===== src/rtl/uart_tx_ctrl.sv =====
// UART transmit sequencer: frames start, W_DATA data bits (LSB first), optional
// parity and stop bits onto tx, steering an external PISO through load/enb.

package uart_pkg;
    localparam int WIDTH = 8;
endpackage

module uart_tx_ctrl #(
    parameter int W_DATA       = uart_pkg::WIDTH,
    parameter int CLKS_PER_BIT = 434,
    parameter int PARITY_EN    = 1,
    parameter int PARITY_ODD   = 0,
    parameter int STOP_BITS    = 1
) (
    input  logic       clk,
    input  logic       rst,
    input  logic       start,
    input  logic       piso_out,
    input  logic       piso_parity,
    output logic       piso_load,
    output logic       piso_enb,
    output logic       tx,
    output logic       busy,
    output logic       done,
    output logic [2:0] state_dbg
);

    localparam int CNT_W    = $clog2(CLKS_PER_BIT);
    localparam int BIT_MAX  = (W_DATA > STOP_BITS) ? W_DATA : STOP_BITS;
    localparam int BIT_W    = $clog2(BIT_MAX + 1);

    typedef enum logic [2:0] {
        S_IDLE   = 3'd0,
        S_START  = 3'd1,
        S_DATA   = 3'd2,
        S_PARITY = 3'd3,
        S_STOP   = 3'd4
    } state_t;

    state_t             state;
    state_t             state_nxt;
    logic [CNT_W-1:0]   baud_cnt;
    logic [CNT_W-1:0]   baud_nxt;
    logic [BIT_W-1:0]   bit_cnt;
    logic [BIT_W-1:0]   bit_nxt;
    logic               done_nxt;
    logic               bit_tick;
    logic               accept;

    // Handshake: start is a level request sampled only while idle; the cycle it
    // is seen high in IDLE is the accept cycle (PISO loads on that edge), and
    // busy stays high from the next cycle until the frame's done cycle.
    assign accept    = (state == S_IDLE) && start && rst;
    assign bit_tick  = (state != S_IDLE) && (baud_cnt == CNT_W'(CLKS_PER_BIT - 1));
    assign busy      = (state != S_IDLE);
    assign state_dbg = state;

    always_ff @(posedge clk or negedge rst) begin
        if (!rst) begin
            state    <= S_IDLE;
            baud_cnt <= '0;
            bit_cnt  <= '0;
            done     <= 1'b0;
        end else begin
            state    <= state_nxt;
            baud_cnt <= baud_nxt;
            bit_cnt  <= bit_nxt;
            done     <= done_nxt;
        end
    end

    always_comb begin
        if ((state == S_IDLE) || bit_tick) begin
            baud_nxt = '0;
        end else begin
            baud_nxt = baud_cnt + CNT_W'(1);
        end
    end

    always_comb begin
        state_nxt = state;
        bit_nxt   = bit_cnt;
        done_nxt  = 1'b0;
        piso_load = 1'b0;
        piso_enb  = 1'b0;
        tx        = 1'b1;
        case (state)
            S_IDLE: begin
                tx = 1'b1;
                if (accept) begin
                    piso_load = 1'b1;
                    piso_enb  = 1'b1;
                    state_nxt = S_START;
                    bit_nxt   = '0;
                end
            end
            S_START: begin
                tx = 1'b0;
                if (bit_tick) begin
                    state_nxt = S_DATA;
                    bit_nxt   = '0;
                end
            end
            S_DATA: begin
                tx = piso_out;
                if (bit_tick) begin
                    // Rotate once per bit; after W_DATA shifts the PISO is back to its load value.
                    piso_enb = 1'b1;
                    if (bit_cnt == BIT_W'(W_DATA - 1)) begin
                        state_nxt = (PARITY_EN != 0) ? S_PARITY : S_STOP;
                        bit_nxt   = '0;
                    end else begin
                        bit_nxt = bit_cnt + BIT_W'(1);
                    end
                end
            end
            S_PARITY: begin
                tx = piso_parity ^ (PARITY_ODD != 0);
                if (bit_tick) begin
                    state_nxt = S_STOP;
                    bit_nxt   = '0;
                end
            end
            S_STOP: begin
                tx = 1'b1;
                if (bit_tick) begin
                    if (bit_cnt == BIT_W'(STOP_BITS - 1)) begin
                        state_nxt = S_IDLE;
                        bit_nxt   = '0;
                        done_nxt  = 1'b1;
                    end else begin
                        bit_nxt = bit_cnt + BIT_W'(1);
                    end
                end
            end
            default: begin
                state_nxt = S_IDLE;
                bit_nxt   = '0;
            end
        endcase
    end

endmodule


===== config.mk =====
export PLATFORM = sky130hd
export DESIGN_NAME = uart_tx_ctrl
export DESIGN_NICKNAME = d
export VERILOG_FILES = /design/src/rtl/uart_tx_ctrl.sv
export SDC_FILE = /design/constraint.sdc
export NUM_CORES = 1
export LEC_CHECK = 0
export ABC_AREA = 1
export CAP_MARGIN = 20
export CORE_MARGIN = 2
export CORE_UTILIZATION = 55
export CTS_BUF_LIST = sky130_fd_sc_hd__clkbuf_8
export CTS_CLUSTER_DIAMETER = 30
export DETAILED_ROUTE_END_ITERATION = 8
export GPL_ROUTABILITY_DRIVEN = 1
export PLACE_DENSITY = 0.79
export RECOVER_POWER = 100
export SETUP_SLACK_MARGIN = 0.05
export SYNTH_ARGS = -nofsm -noshare
export SYNTH_HDL_FRONTEND = slang
export SYNTH_SLANG_ARGS = --single-unit

===== constraint.sdc =====
create_clock -name clk -period 1.8 [get_ports clk]
set_input_delay 0.45 -clock clk [delete_from_list [all_inputs] [get_ports clk]]
set_output_delay 0.45 -clock clk [all_outputs]
set_load 0.005 [all_outputs]

== After elaboration in Yosys (flattened, before gate mapping) ==
Index checks and enable logic that the tools add are counted.

* Flip-flop bits (word level): 17
* Latch bits: 0
* Memory bits (writable): 0
* Bits in read-only memories: 0
* Bits of input ports: 5
* Output and inout port bits: 8
* Logic and storage cells: 54
* Memories: 0

* Add/subtract/negate cells: 2
* Multiply operators: 0
* Div/mod/pow operators: 0
* $lt $le $gt $ge: 0
* Equality and inequality tests: 14
* Shift-type cells: 0
* Multiplexer cells: 24
* Bitwise logic cells: 0
* Reduce and logical (&&, ||, !) cells: 10

{| class="wikitable"
|+ Operator list
! operator !! number
|-
| two-way mux 4 bit || 6
|-
| two-way mux 3 bit || 7
|-
| one-hot mux 4 bit (4 select lines) || 1
|-
| one-hot mux 3 bit (5 select lines) || 1
|-
| inequality test 2 bit (second input constant) || 7
|-
| adder 9 x 1 -> 9 bit (second input constant) || 1
|-
| == test 9 bit (second input constant) || 1
|-
| two-way mux 9 bit || 1
|-
| AND reduction 7 bit || 1
|-
| == test 3 x 2 -> 1 bit (second input constant) || 2
|-
| two-way mux 1 bit || 6
|-
| adder 4 x 1 -> 4 bit (second input constant) || 1
|-
| == test 4 x 3 -> 1 bit (second input constant) || 1
|-
| zero test 4 bit || 1
|-
| AND reduction 4 bit || 1
|-
| == test 3 x 1 -> 1 bit (second input constant) || 1
|-
| == test 3 bit (second input constant) || 1
|-
| logical AND 1 bit || 3
|-
| zero test 3 bit || 1
|-
| one-hot mux 1 bit (3 select lines) || 1
|-
| nonzero test 3 bit || 1
|-
| inequality test 2 x 1 -> 1 bit (second input constant) || 1
|-
| one-hot mux 1 bit (2 select lines) || 1
|-
| OR reduction 2 bit || 1
|-
| logical OR 1 bit || 1
|}

== Depth between registers and ports, before layout ==
Gate-level depths: netlist of the first run.

* Depth after elaboration: 5
* Depth in mapped cells: 9
* Gate-level depth less buffers: 9

== Least setup slack after synthesis of the first run ==
No wires, ideal clock.

* Path type: register to output
* Start point: register baud_cnt[1]
* End point: output port piso_enb
* Arrival: 0.978 ns
* Data required time: 1.350 ns
* Setup slack: 0.372 ns
* Cell stages (with the launch flop): 7
* Path buffers: 0
* Path through: dfrtp_1 -> inv_1 -> ha_1 -> nand2_1 -> nor2_2 -> nand2_4 -> o22ai_1

* Longest elaborated chain between the ends: 4

{| class="wikitable"
|+ RTL lines
! what !! line !! text
|-
| start, declared || 42 || <nowiki>logic [CNT_W-1:0] baud_cnt;</nowiki>
|-
| start signal, assigned || 66 || <nowiki>baud_cnt <= baud_nxt;</nowiki>
|-
| == test 9 bit || 54 || <nowiki>assign bit_tick = (state != S_IDLE) && (baud_cnt == CNT_W'(CLKS_PER_BIT - 1));</nowiki>
|-
| logical AND 1 bit || 54 ||
|-
| two-way mux 1 bit || 106 || <nowiki>if (bit_tick) begin</nowiki>
|-
| one-hot mux 1 bit (2 select lines) || 87 || <nowiki>case (state)</nowiki>
|-
| end, declared || 21 || <nowiki>output logic piso_enb,</nowiki>
|}

Every way passes these cells.

== Final worst setup path of the first run ==
* Start point: register state[0], in the netlist state_dbg[0]
* End point: output port piso_enb

* Longest elaborated chain between the ends: 5

{| class="wikitable"
|+ RTL lines
! what !! line !! text
|-
| start, declared || 40 || <nowiki>state_t state;</nowiki>
|-
| start signal, assigned || 65 || <nowiki>state <= state_nxt;</nowiki>
|-
| zero test 3 bit || 53, 87 ||
|-
| logical AND 1 bit (2 in a row) || 53 || <nowiki>assign accept = (state == S_IDLE) && start && rst;</nowiki>
|-
| two-way mux 1 bit || 90 || <nowiki>if (accept) begin</nowiki>
|-
| one-hot mux 1 bit (2 select lines) (*) || 87 ||
|}

Mark *: on every way between the ends. The rest lies on a longest branch, timed or not.

==> flow_summary.toml, run 1 <==
[synth]
synth_top_area_share_pct = 39.77
yosysTopAreaCell = "dfrtp_1"
syn_avg_cell_area_um2 = 8.104
synth_ff_type = "dfrtp_1"
synth_edf_count = 0
yosysSeqAreaShare_pct = 39.77
async_reset_ff_share_pct = 100.0
ys_seq_elements = 17
synth_common_cells = "nand2_1, dfrtp_1, nor2_1"
syn-num-nets = 141
netlist_instances = 132
synth_area_leaders = "dfrtp_1, nand2_1, ha_1, nor2_1, nand3_1"
ys_types = 23
synth_warnings = 0
post-synth-top-count-cell = "nand2_1"
syn_area_mm2 = 0.001070

[worst_setup_path]
path_common_cell = "buf_6"
worst-r2r-cell-count = 13
path_class = "reg -> out"
arrival_ns = 1.37
critPathLaunchType = "register"
crit_path_top_delay_cell = "dfrtp_1"
max_stage_delay_ns = 0.40
r2r_setup_slack_ns = -0.01
timing.rr.start = "baud_cnt[1]$_DFF_PN0_"
r2r_end = "state_dbg[0]$_DFFE_PN0P_"
cp.required_ns = 1.35
worst_setup_path_end_kind = "primary output"
path_max_fanout = 4
path_cells = "buf_6, nor2_4, buf_6, nand2_4, o22ai_2, buf_2"

[sta]
finClkSkew_ns = 0.004014
clock.fmax_mhz = 550.5
rsz0062_at_grt = "true"
period_needed_ns = 1.816
slew_headroom_pct = 37.42
min_period_over_period_pct = 100.9
setup_tns_ns = -0.02438
finalMaxSlewViolations = 0
tightestPinTransition_ns = 0.9387
final.setup.worst_slack_ns = -0.01640
finalSetupViolations = 2
finalHoldViolations = 0

[grt]
grt_max_degree = 18
grt_usage_pct = 31.91
antenna_found_initial = 0
grt_pass1_vias = 1157
grt_pass1_wl_um = 4974
grt-ovfl-total = 0

[floorplan]
die_h_um = 48.10
initial_core_util_pct = 60.00
die_w_um = 48.10
io_pins = 13
core_area_mm2 = 0.001783
die_area_mm2 = 0.002314
rows = 15

[finish]
nets = 191
area_growth_syn_to_layout_pct = 45.26
fillCellCount = 86
diodes = 0
drive_gt1_share_pct = 38.12
fin_cells = 206

[route]
drc = 0
dr.pass1.iters = 4
num_vias = 1201
wire_per_inst_um = 17.00
wl_um = 3503
drt_iter0_drc = 62
ant_nets = 0
viasPerCell = 5.830

[place]
place_hpwl_um = 1916
port_buffers = 12
dpl.cell_count = 190
gp_congestion = 0.9532
place_ws_ns = -0.3578

[worst_hold_path]
hp-start = "bit_cnt[3]$_DFFE_PN0P_"
hold_path.class = "reg -> reg"
holdPathStages = 2
holdPathEnd = "bit_cnt[3]$_DFFE_PN0P_"

[power_and_ir_drop]
leakagePower_nw = 0.7899
vdd_ir_drop_max_uv = 467.6
p_per_area_mw_per_mm2 = 440.9

[run_status]
violations = "setup timing"
status = "complete, but fails checks"

[cts]
clkTransAtPathRegs_ns = 0.07
clk_path_buf_depth = 2
clock_sinks = 17
numCtsBuffers = 3
cts_root_buffer = "clkbuf_8"
htreeDepth = 1
cts_tree = "built"
clk_latency_ns = 0.25

[job]
drv_cap = 0
## flip-flops by register name, summed over array words and instances (netlist names)
signal	cells
done	1
bit_cnt	4
baud_cnt	9
state_dbg	3
## worst max path at each step
| stage | cells after the start | start | slack, ns | end |
|---|---|---|---|---|
| after floorplan | 6 | baud_cnt[1]$_DFF_PN0_ | 0.37 | piso_enb |
| after global placement | 4 | rst | -0.33 | piso_enb |
| after detailed placement | 4 | rst | -0.36 | piso_enb |
| after CTS | 7 | baud_cnt[1]$_DFF_PN0_ | 0.01 | piso_enb |
| after global routing | 6 | state_dbg[0]$_DFFE_PN0P_ | -0.05 | piso_enb |
| final | 6 | state_dbg[0]$_DFFE_PN0P_ | -0.02 | piso_enb |
## report_power, final
part | switching [mW] | internal [mW] | total (mW) | leakage (nW)
Clock | 0.130 | 0.151 | 0.282 | 0.0269
Sequential | 0 | 0.382 | 0.382 | 0.216
Combinational | 0.0125 | 0.00911 | 0.0216 | 0.547
Total | 0.143 | 0.542 | 0.685 | 0.790
## repair_timing
item,in CTS,in global routing
endpoints found under the setup margin,5,6
hold buffers,0,0
buffers inserted,11,1
gates resized for setup,24,9
pin swaps,5,2
hold endpoints to repair,0,0
## cells by family (layout without fill, tap and decap cells)
kind of cell	Yosys count	after routing	share of synthesized area [%]
fa+ha+maj	4	4	4.679
simple gates	79	79	40.23
buf+inv	15	64	5.264
flops	17	17	39.77
xor+xnor	4	4	3.275
compound gates	13	13	6.783
## final cells by class
cell class              count  area [um^2]  area share (%)
well taps                  25        31.28           2.013
clock inverters             1        3.754          0.2415
inverters                  15        58.81           3.784
clock buffers               3        41.29           2.657
flip-flops and latches     17        426.7           27.46
multi-input cells         100        626.9           40.34
repair buffers             45        365.4           23.51
## worst max-delay path, delay by kind of cell, from the launching register on
kind	cells	cell delay (ns)
AO/OA/AOI/OAI	1	0.16
buffers and inverters	3	0.38
flip-flops	1	0.40
AND/OR/NAND/NOR	2	0.18
## metal layers
layer  global-route usage, %  vias up  share of wire, %
met2                   54.67       88                50
li1                        -      530                 -
met1                   40.43      560                38
met4                   13.51        0               4.5
met5                       0        -                 0
met3                   4.444       23               8.0
## metrics by stage
stage | instance area [um^2] | power, mW | util [%] | hold WS [ns]
final | 1554 | 0.6852 | 87.16 | 0.5177
after global routing | 1554 | 0.7037 | 87.16 | 0.5672
after CTS | 1523 | 0.6864 | 85.40 | 0.3308
after detailed placement | 1379 | 0.4111 | 77.33 | 0.5033
after global placement | 1379 | 0.4106 | 77.33 | 0.4911
after floorplan | 1070 | 0.3908 | - | 0.1544
## cell usage in the layout, fill, tap and decap left out, types with 5 or more instances in the layout
cell and instances:
nand3_1 8, dfrtp_1 16, nor2_1 11, clkdlybuf4s50_1 5
nand2_1 25, buf_4 28, nor3_1 7, nand2_2 7
inv_1 11, nand4_1 5
Note: power is estimated with default switching activity, not from simulation.
==> run 2: changes to the inputs <==
SETUP_SLACK_MARGIN = not set   (was 0.05)
==> run 2 against run 1 <==
The run now ends clean. Worst setup slack improved by 0.026 ns. Worst hold slack got worse by 0.0013 ns. Combinational power barely moved. Highest routed layer unchanged.
==> flow_summary.toml, run 2 (synthesis results as in run 1) <==
[sta]
setup_tns_ns = 0
finalHoldViolations = 0
finalSetupViolations = 0
period_needed_ns = 1.790
slew_headroom_pct = 36.42
finClkSkew_ns = 0.001973
min_period_over_period_pct = 99.46
finalMaxSlewViolations = 0
tightestPinTransition_ns = 0.9537
clock.fmax_mhz = 558.6
rsz0062_at_grt = "true"

[floorplan]
io_pins = 13
core_area_mm2 = 0.001783
die_area_mm2 = 0.002314
die_w_um = 48.10
initial_core_util_pct = 60.00
rows = 15
die_h_um = 48.10

[finish]
final_common_cell = "buf_4"
register_area_um2 = 426.7
nets = 190
area_growth_syn_to_layout_pct = 43.39
fin_cells = 205
fillCellCount = 94
largest_reg_flops = 9
multi_input_area_um2 = 621.8
drive_gt1_share_pct = 37.78
top_register = "baud_cnt"
final_cell_mix = "buf_4, nand2_1, dfrtp_1, inv_1, nor2_1"
utilization_pct = 86.04
diodes = 0

[run_status]
status = "complete, no violations"

[worst_setup_path]
worst_setup_path_end_kind = "primary output"
path_max_fanout = 2
path_class = "reg -> out"
critPathLaunchType = "register"
cp.required_ns = 1.35
arrival_ns = 1.34

[grt]
grt_max_degree = 18
grt-ovfl-total = 0
antenna_found_initial = 0
grt_usage_pct = 31.86
grt_pass1_wl_um = 4836
grt_pass1_vias = 1097

[route]
wl_um = 3219
drc = 0
dr.pass1.iters = 4
drt_iter0_drc = 63
viasPerCell = 5.644
ant_nets = 0
num_vias = 1157
wire_per_inst_um = 15.70

[cts]
cts_tree = "built"
clock_sinks = 17
clkTransAtPathRegs_ns = 0.06
cts_root_buffer = "clkbuf_8"
clk_latency_ns = 0.25
clk_path_buf_depth = 2
htreeDepth = 1
ctsHoldBuffers = 0
numCtsBuffers = 3

[power_and_ir_drop]
p_per_area_mw_per_mm2 = 444.1
switching_power_uw = 138.4
seqPwrFrac_pct = 56.1
p_int_uw = 542.8
pwr-share-comb_pct = 3.2
leakagePower_nw = 0.7598
vdd_ir_drop_max_uv = 435.4
swShare_pct = 20.32
clkPwrFrac_pct = 40.7
total_power_uw = 681.3

[place]
dpl.cell_count = 190
place_hpwl_um = 1916
gp_congestion = 0.9532
port_buffers = 12

[job]
drv_cap = 0

[worst_hold_path]
hold_path.class = "reg -> reg"
-- run 2: cell count changes in the layout (fill, tap and decap cells not counted), sizes merged --
cell           delta
buf               -2
clkbuf            +1
clkdlybuf4s15     -2
clkdlybuf4s25     +1
clkdlybuf4s50     +1
dlygate4sd2       +1
dlymetal6s2s      -1
-- run 2: power by group through the flow --
stage               sequential (mW)  combinational, mW  clock, mW
floorplan                     0.389            0.00154          0
global placement              0.389             0.0215          0
detailed placement            0.389             0.0220          0
CTS                           0.382             0.0225      0.282
global route                  0.382             0.0244      0.292
finish                        0.382             0.0219      0.277
-- run 2: final cells by class --
type,instances,area share [%]
inverter,15,3.834
clock buffer,3,2.692
sequential,17,27.81
timing repair buffer,44,22.84
tap,25,2.039
multi-input combinational,100,40.54
clock inverter,1,0.2447
-- run 2: metal layers --
layer	vias to the layer above	global-route usage, %	wire [um]
met3	12	5.185	226
met4	0	14.05	109
li1	531	-	-
met2	66	52.53	1583
met1	548	41.49	1299
met5	-	0	0
-- run 2: metrics by stage --
| step | cell area (um^2) | hold WS (ns) | setup slack, ns |
|---|---|---|---|
| after global placement | 1379 | 0.4911 | -0.3273 |
| after floorplan | 1070 | 0.1544 | 0.3715 |
| after global routing | 1534 | 0.5668 | -0.04785 |
| after CTS | 1525 | 0.5202 | -0.01137 |
| after detailed placement | 1379 | 0.5033 | -0.3578 |
| final | 1534 | 0.5164 | 0.009717 |
-- run 2: path summary, 6_finish.rpt --
kind,from,endpoint,slack (ns),cells after the start
min in group asynchronous,rst,baud_cnt[7]$_DFF_PN0_,0.65,2
worst min-delay path,bit_cnt[3]$_DFFE_PN0P_,bit_cnt[3]$_DFFE_PN0P_,0.52,2
worst max register to register,baud_cnt[1]$_DFF_PN0_,state_dbg[0]$_DFFE_PN0P_,0.01,13
max in group asynchronous,rst,state_dbg[2]$_DFFE_PN0P_,0.51,2
worst max-delay path,baud_cnt[1]$_DFF_PN0_,piso_enb,0.01,7
worst min register to register,bit_cnt[3]$_DFFE_PN0P_,bit_cnt[3]$_DFFE_PN0P_,0.52,2
-- run 2: what timing repair did --
item                       4_1_cts  5_1_grt
hold endpoints to repair         0        0
setup endpoints to repair        4        3
buffers inserted                10        1
pin swaps                        4        5
gates resized for setup         19        8
-- run 2: critical path: stages, from the launching register on --
cell	delay, ns
dfrtp_1	0.38
inv_1	0.06
ha_2	0.17
nand2_2	0.07
nor2_4	0.14
nand2_4	0.06
o22ai_2	0.08
buf_2	0.13
==> run 3: changes to the inputs <==
SKIP_LAST_GASP = 1   (was not set)
TNS_END_PERCENT = 100   (was not set)
==> run 3 against run 2 <==
The run now ends with setup timing left. Critical path depth down 3. Non-clock buffer count unchanged. Cell count unchanged. Clock power rose by 2%. Final area rose by 1.1%. Core utilization is 0.91 points higher. Worst hold slack better by 0.0060 ns. Sequential power barely moved. Clock skew grew 0.0019 ns. Combinational power increased by 11%. Highest routed layer unchanged.
==> flow_summary.toml, run 3 (synthesis results as in run 1) <==
[sta]
finClkSkew_ns = 0.003879
finalHoldViolations = 0
period_needed_ns = 1.878
rsz0062_at_grt = "true"
finalSetupViolations = 2
tightestPinTransition_ns = 0.2630
slew_headroom_pct = 82.40
setup_tns_ns = -0.1182
clock.fmax_mhz = 532.5
final.setup.worst_slack_ns = -0.07810
min_period_over_period_pct = 104.3
timing.hold.ws_ns = 0.5224
finalMaxSlewViolations = 0

[worst_setup_path]
max_stage_delay_ns = 0.53
crit_buf_inv = 2
crit_path_top_delay_cell = "clkdlybuf4s50_1"
r2r_setup_slack_ns = 0.03
worstSetupPathDepth = 4
path_class = "in -> out"
startpoint = "rst"
critPathLaunchType = "primary input"
arrival_ns = 1.43
timing.rr.start = "baud_cnt[1]$_DFF_PN0_"
worst-r2r-cell-count = 13
worst_setup_path_end_kind = "primary output"
critPathTopFamily = "buffers and inverters"
cp.required_ns = 1.35
path_max_fanout = 3
r2r_end = "state_dbg[0]$_DFFE_PN0P_"
crit_end = "piso_load"
path_cells = "clkdlybuf4s50_1, nand2_2, nor2_1, clkdlybuf4s15_2"

[finish]
final_cell_mix = "buf_4, nand2_1, dfrtp_1, inv_1, nor2_1"
diodes = 0
nets = 190
register_area_um2 = 426.7
area_growth_syn_to_layout_pct = 44.91
drive_gt1_share_pct = 39.44
top_register = "baud_cnt"
final_common_cell = "buf_4"
multi_input_area_um2 = 628.1
fillCellCount = 91
largest_reg_flops = 9
utilization_pct = 86.95

[grt]
grt_max_degree = 18
grt_pass1_vias = 1142
grt_pass1_wl_um = 4905
grt-ovfl-total = 0
antenna_found_initial = 0
grt_usage_pct = 31.75

[cts]
htreeDepth = 1
cts_root_buffer = "clkbuf_8"
ctsHoldBuffers = 0
clkTransAtPathRegs_ns = 0.06
cts_tree = "built"
clk_path_buf_depth = 2
numCtsBuffers = 3
clk_latency_ns = 0.25
clock_sinks = 17

[route]
ant_nets = 0
drc = 0
wire_per_inst_um = 18.05
drt_iter0_drc = 77
num_vias = 1222
wl_um = 3701
viasPerCell = 5.961
dr.pass1.iters = 4

[place]
gp_congestion = 0.9532
port_buffers = 12
place_hpwl_um = 1916
place_ws_ns = -0.3578

[power_and_ir_drop]
vdd_ir_drop_max_uv = 444.4
leakagePower_nw = 0.7710
total_power_uw = 687.9
p_per_area_mw_per_mm2 = 443.7

[floorplan]
rows = 15
die_h_um = 48.10
die_area_mm2 = 0.002314
core_area_mm2 = 0.001783
io_pins = 13
die_w_um = 48.10
initial_core_util_pct = 60.00

[worst_hold_path]
hold_path.class = "reg -> reg"

[run_status]
violations = "setup timing"
status = "complete, but fails checks"

[job]
drv_cap = 0
[run 3: cell types whose count changed in the layout (fill, tap and decap cells not counted), sizes merged]
cell	before	now
buf	33	34
clkbuf	5	3
clkdlybuf4s15	0	1
clkdlybuf4s25	1	0
clkdlybuf4s50	6	7
dlygate4sd2	2	1
dlymetal6s2s	0	1
[run 3: worst min-delay path by stage]
stage,from,endpoint,slack (ns),cells past startpoint
floorplan,rst,baud_cnt[0]$_DFF_PN0_,0.15,0
global placement,bit_cnt[3]$_DFFE_PN0P_,bit_cnt[3]$_DFFE_PN0P_,0.49,2
detailed placement,bit_cnt[3]$_DFFE_PN0P_,bit_cnt[3]$_DFFE_PN0P_,0.50,2
CTS,bit_cnt[3]$_DFFE_PN0P_,bit_cnt[3]$_DFFE_PN0P_,0.52,2
global route,bit_cnt[3]$_DFFE_PN0P_,bit_cnt[3]$_DFFE_PN0P_,0.57,2
finish,bit_cnt[3]$_DFFE_PN0P_,bit_cnt[3]$_DFFE_PN0P_,0.52,2
[run 3: what timing repair did]
action / 4_1_cts / 5_1_grt
buffers inserted: 10 / 1
setup endpoints to repair: 4 / 5
gates resized for setup: 16 / 11
pin swaps: 4 / 4
[run 3: tightest hold or removal path, stage by stage (launching register included)]
cell and delay (ns):
dfrtp_1 0.37, nand2_1 0.06, nand2_1 0.06
[run 3: area by class of cell]
type | instances | area share [%]
Clock buffer | 3 | 2.663
Sequential cell | 17 | 27.52
Timing Repair Buffer | 44 | 23.24
Clock inverter | 1 | 0.2421
Tap cell | 25 | 2.018
Multi-Input combinational cell | 100 | 40.52
Inverter | 15 | 3.793
[run 3: where the power goes]
part           internal [mW]  switching (mW)  total, mW  leakage (nW)
Clock                  0.151           0.130      0.282        0.0269
Combinational         0.0110          0.0132     0.0242         0.528
Sequential             0.382               0      0.382         0.216
[run 3: per-stage QoR]
stage | cells | area (um^2)
floorplan | 132 | 1070
global placement | 190 | 1379
detailed placement | 190 | 1379
CTS | 204 | 1516
global route | 205 | 1550
finish | 205 | 1550
[run 3: layer usage]
metal / up-vias / routed length [um] / GRT usage, %
met5: - / 0 / 0
met1: 559 / 1371 / 39.00
li1: 527 / - / -
met4: 0 / 215 / 14.59
met3: 29 / 376 / 4.444
met2: 107 / 1737 / 55.20
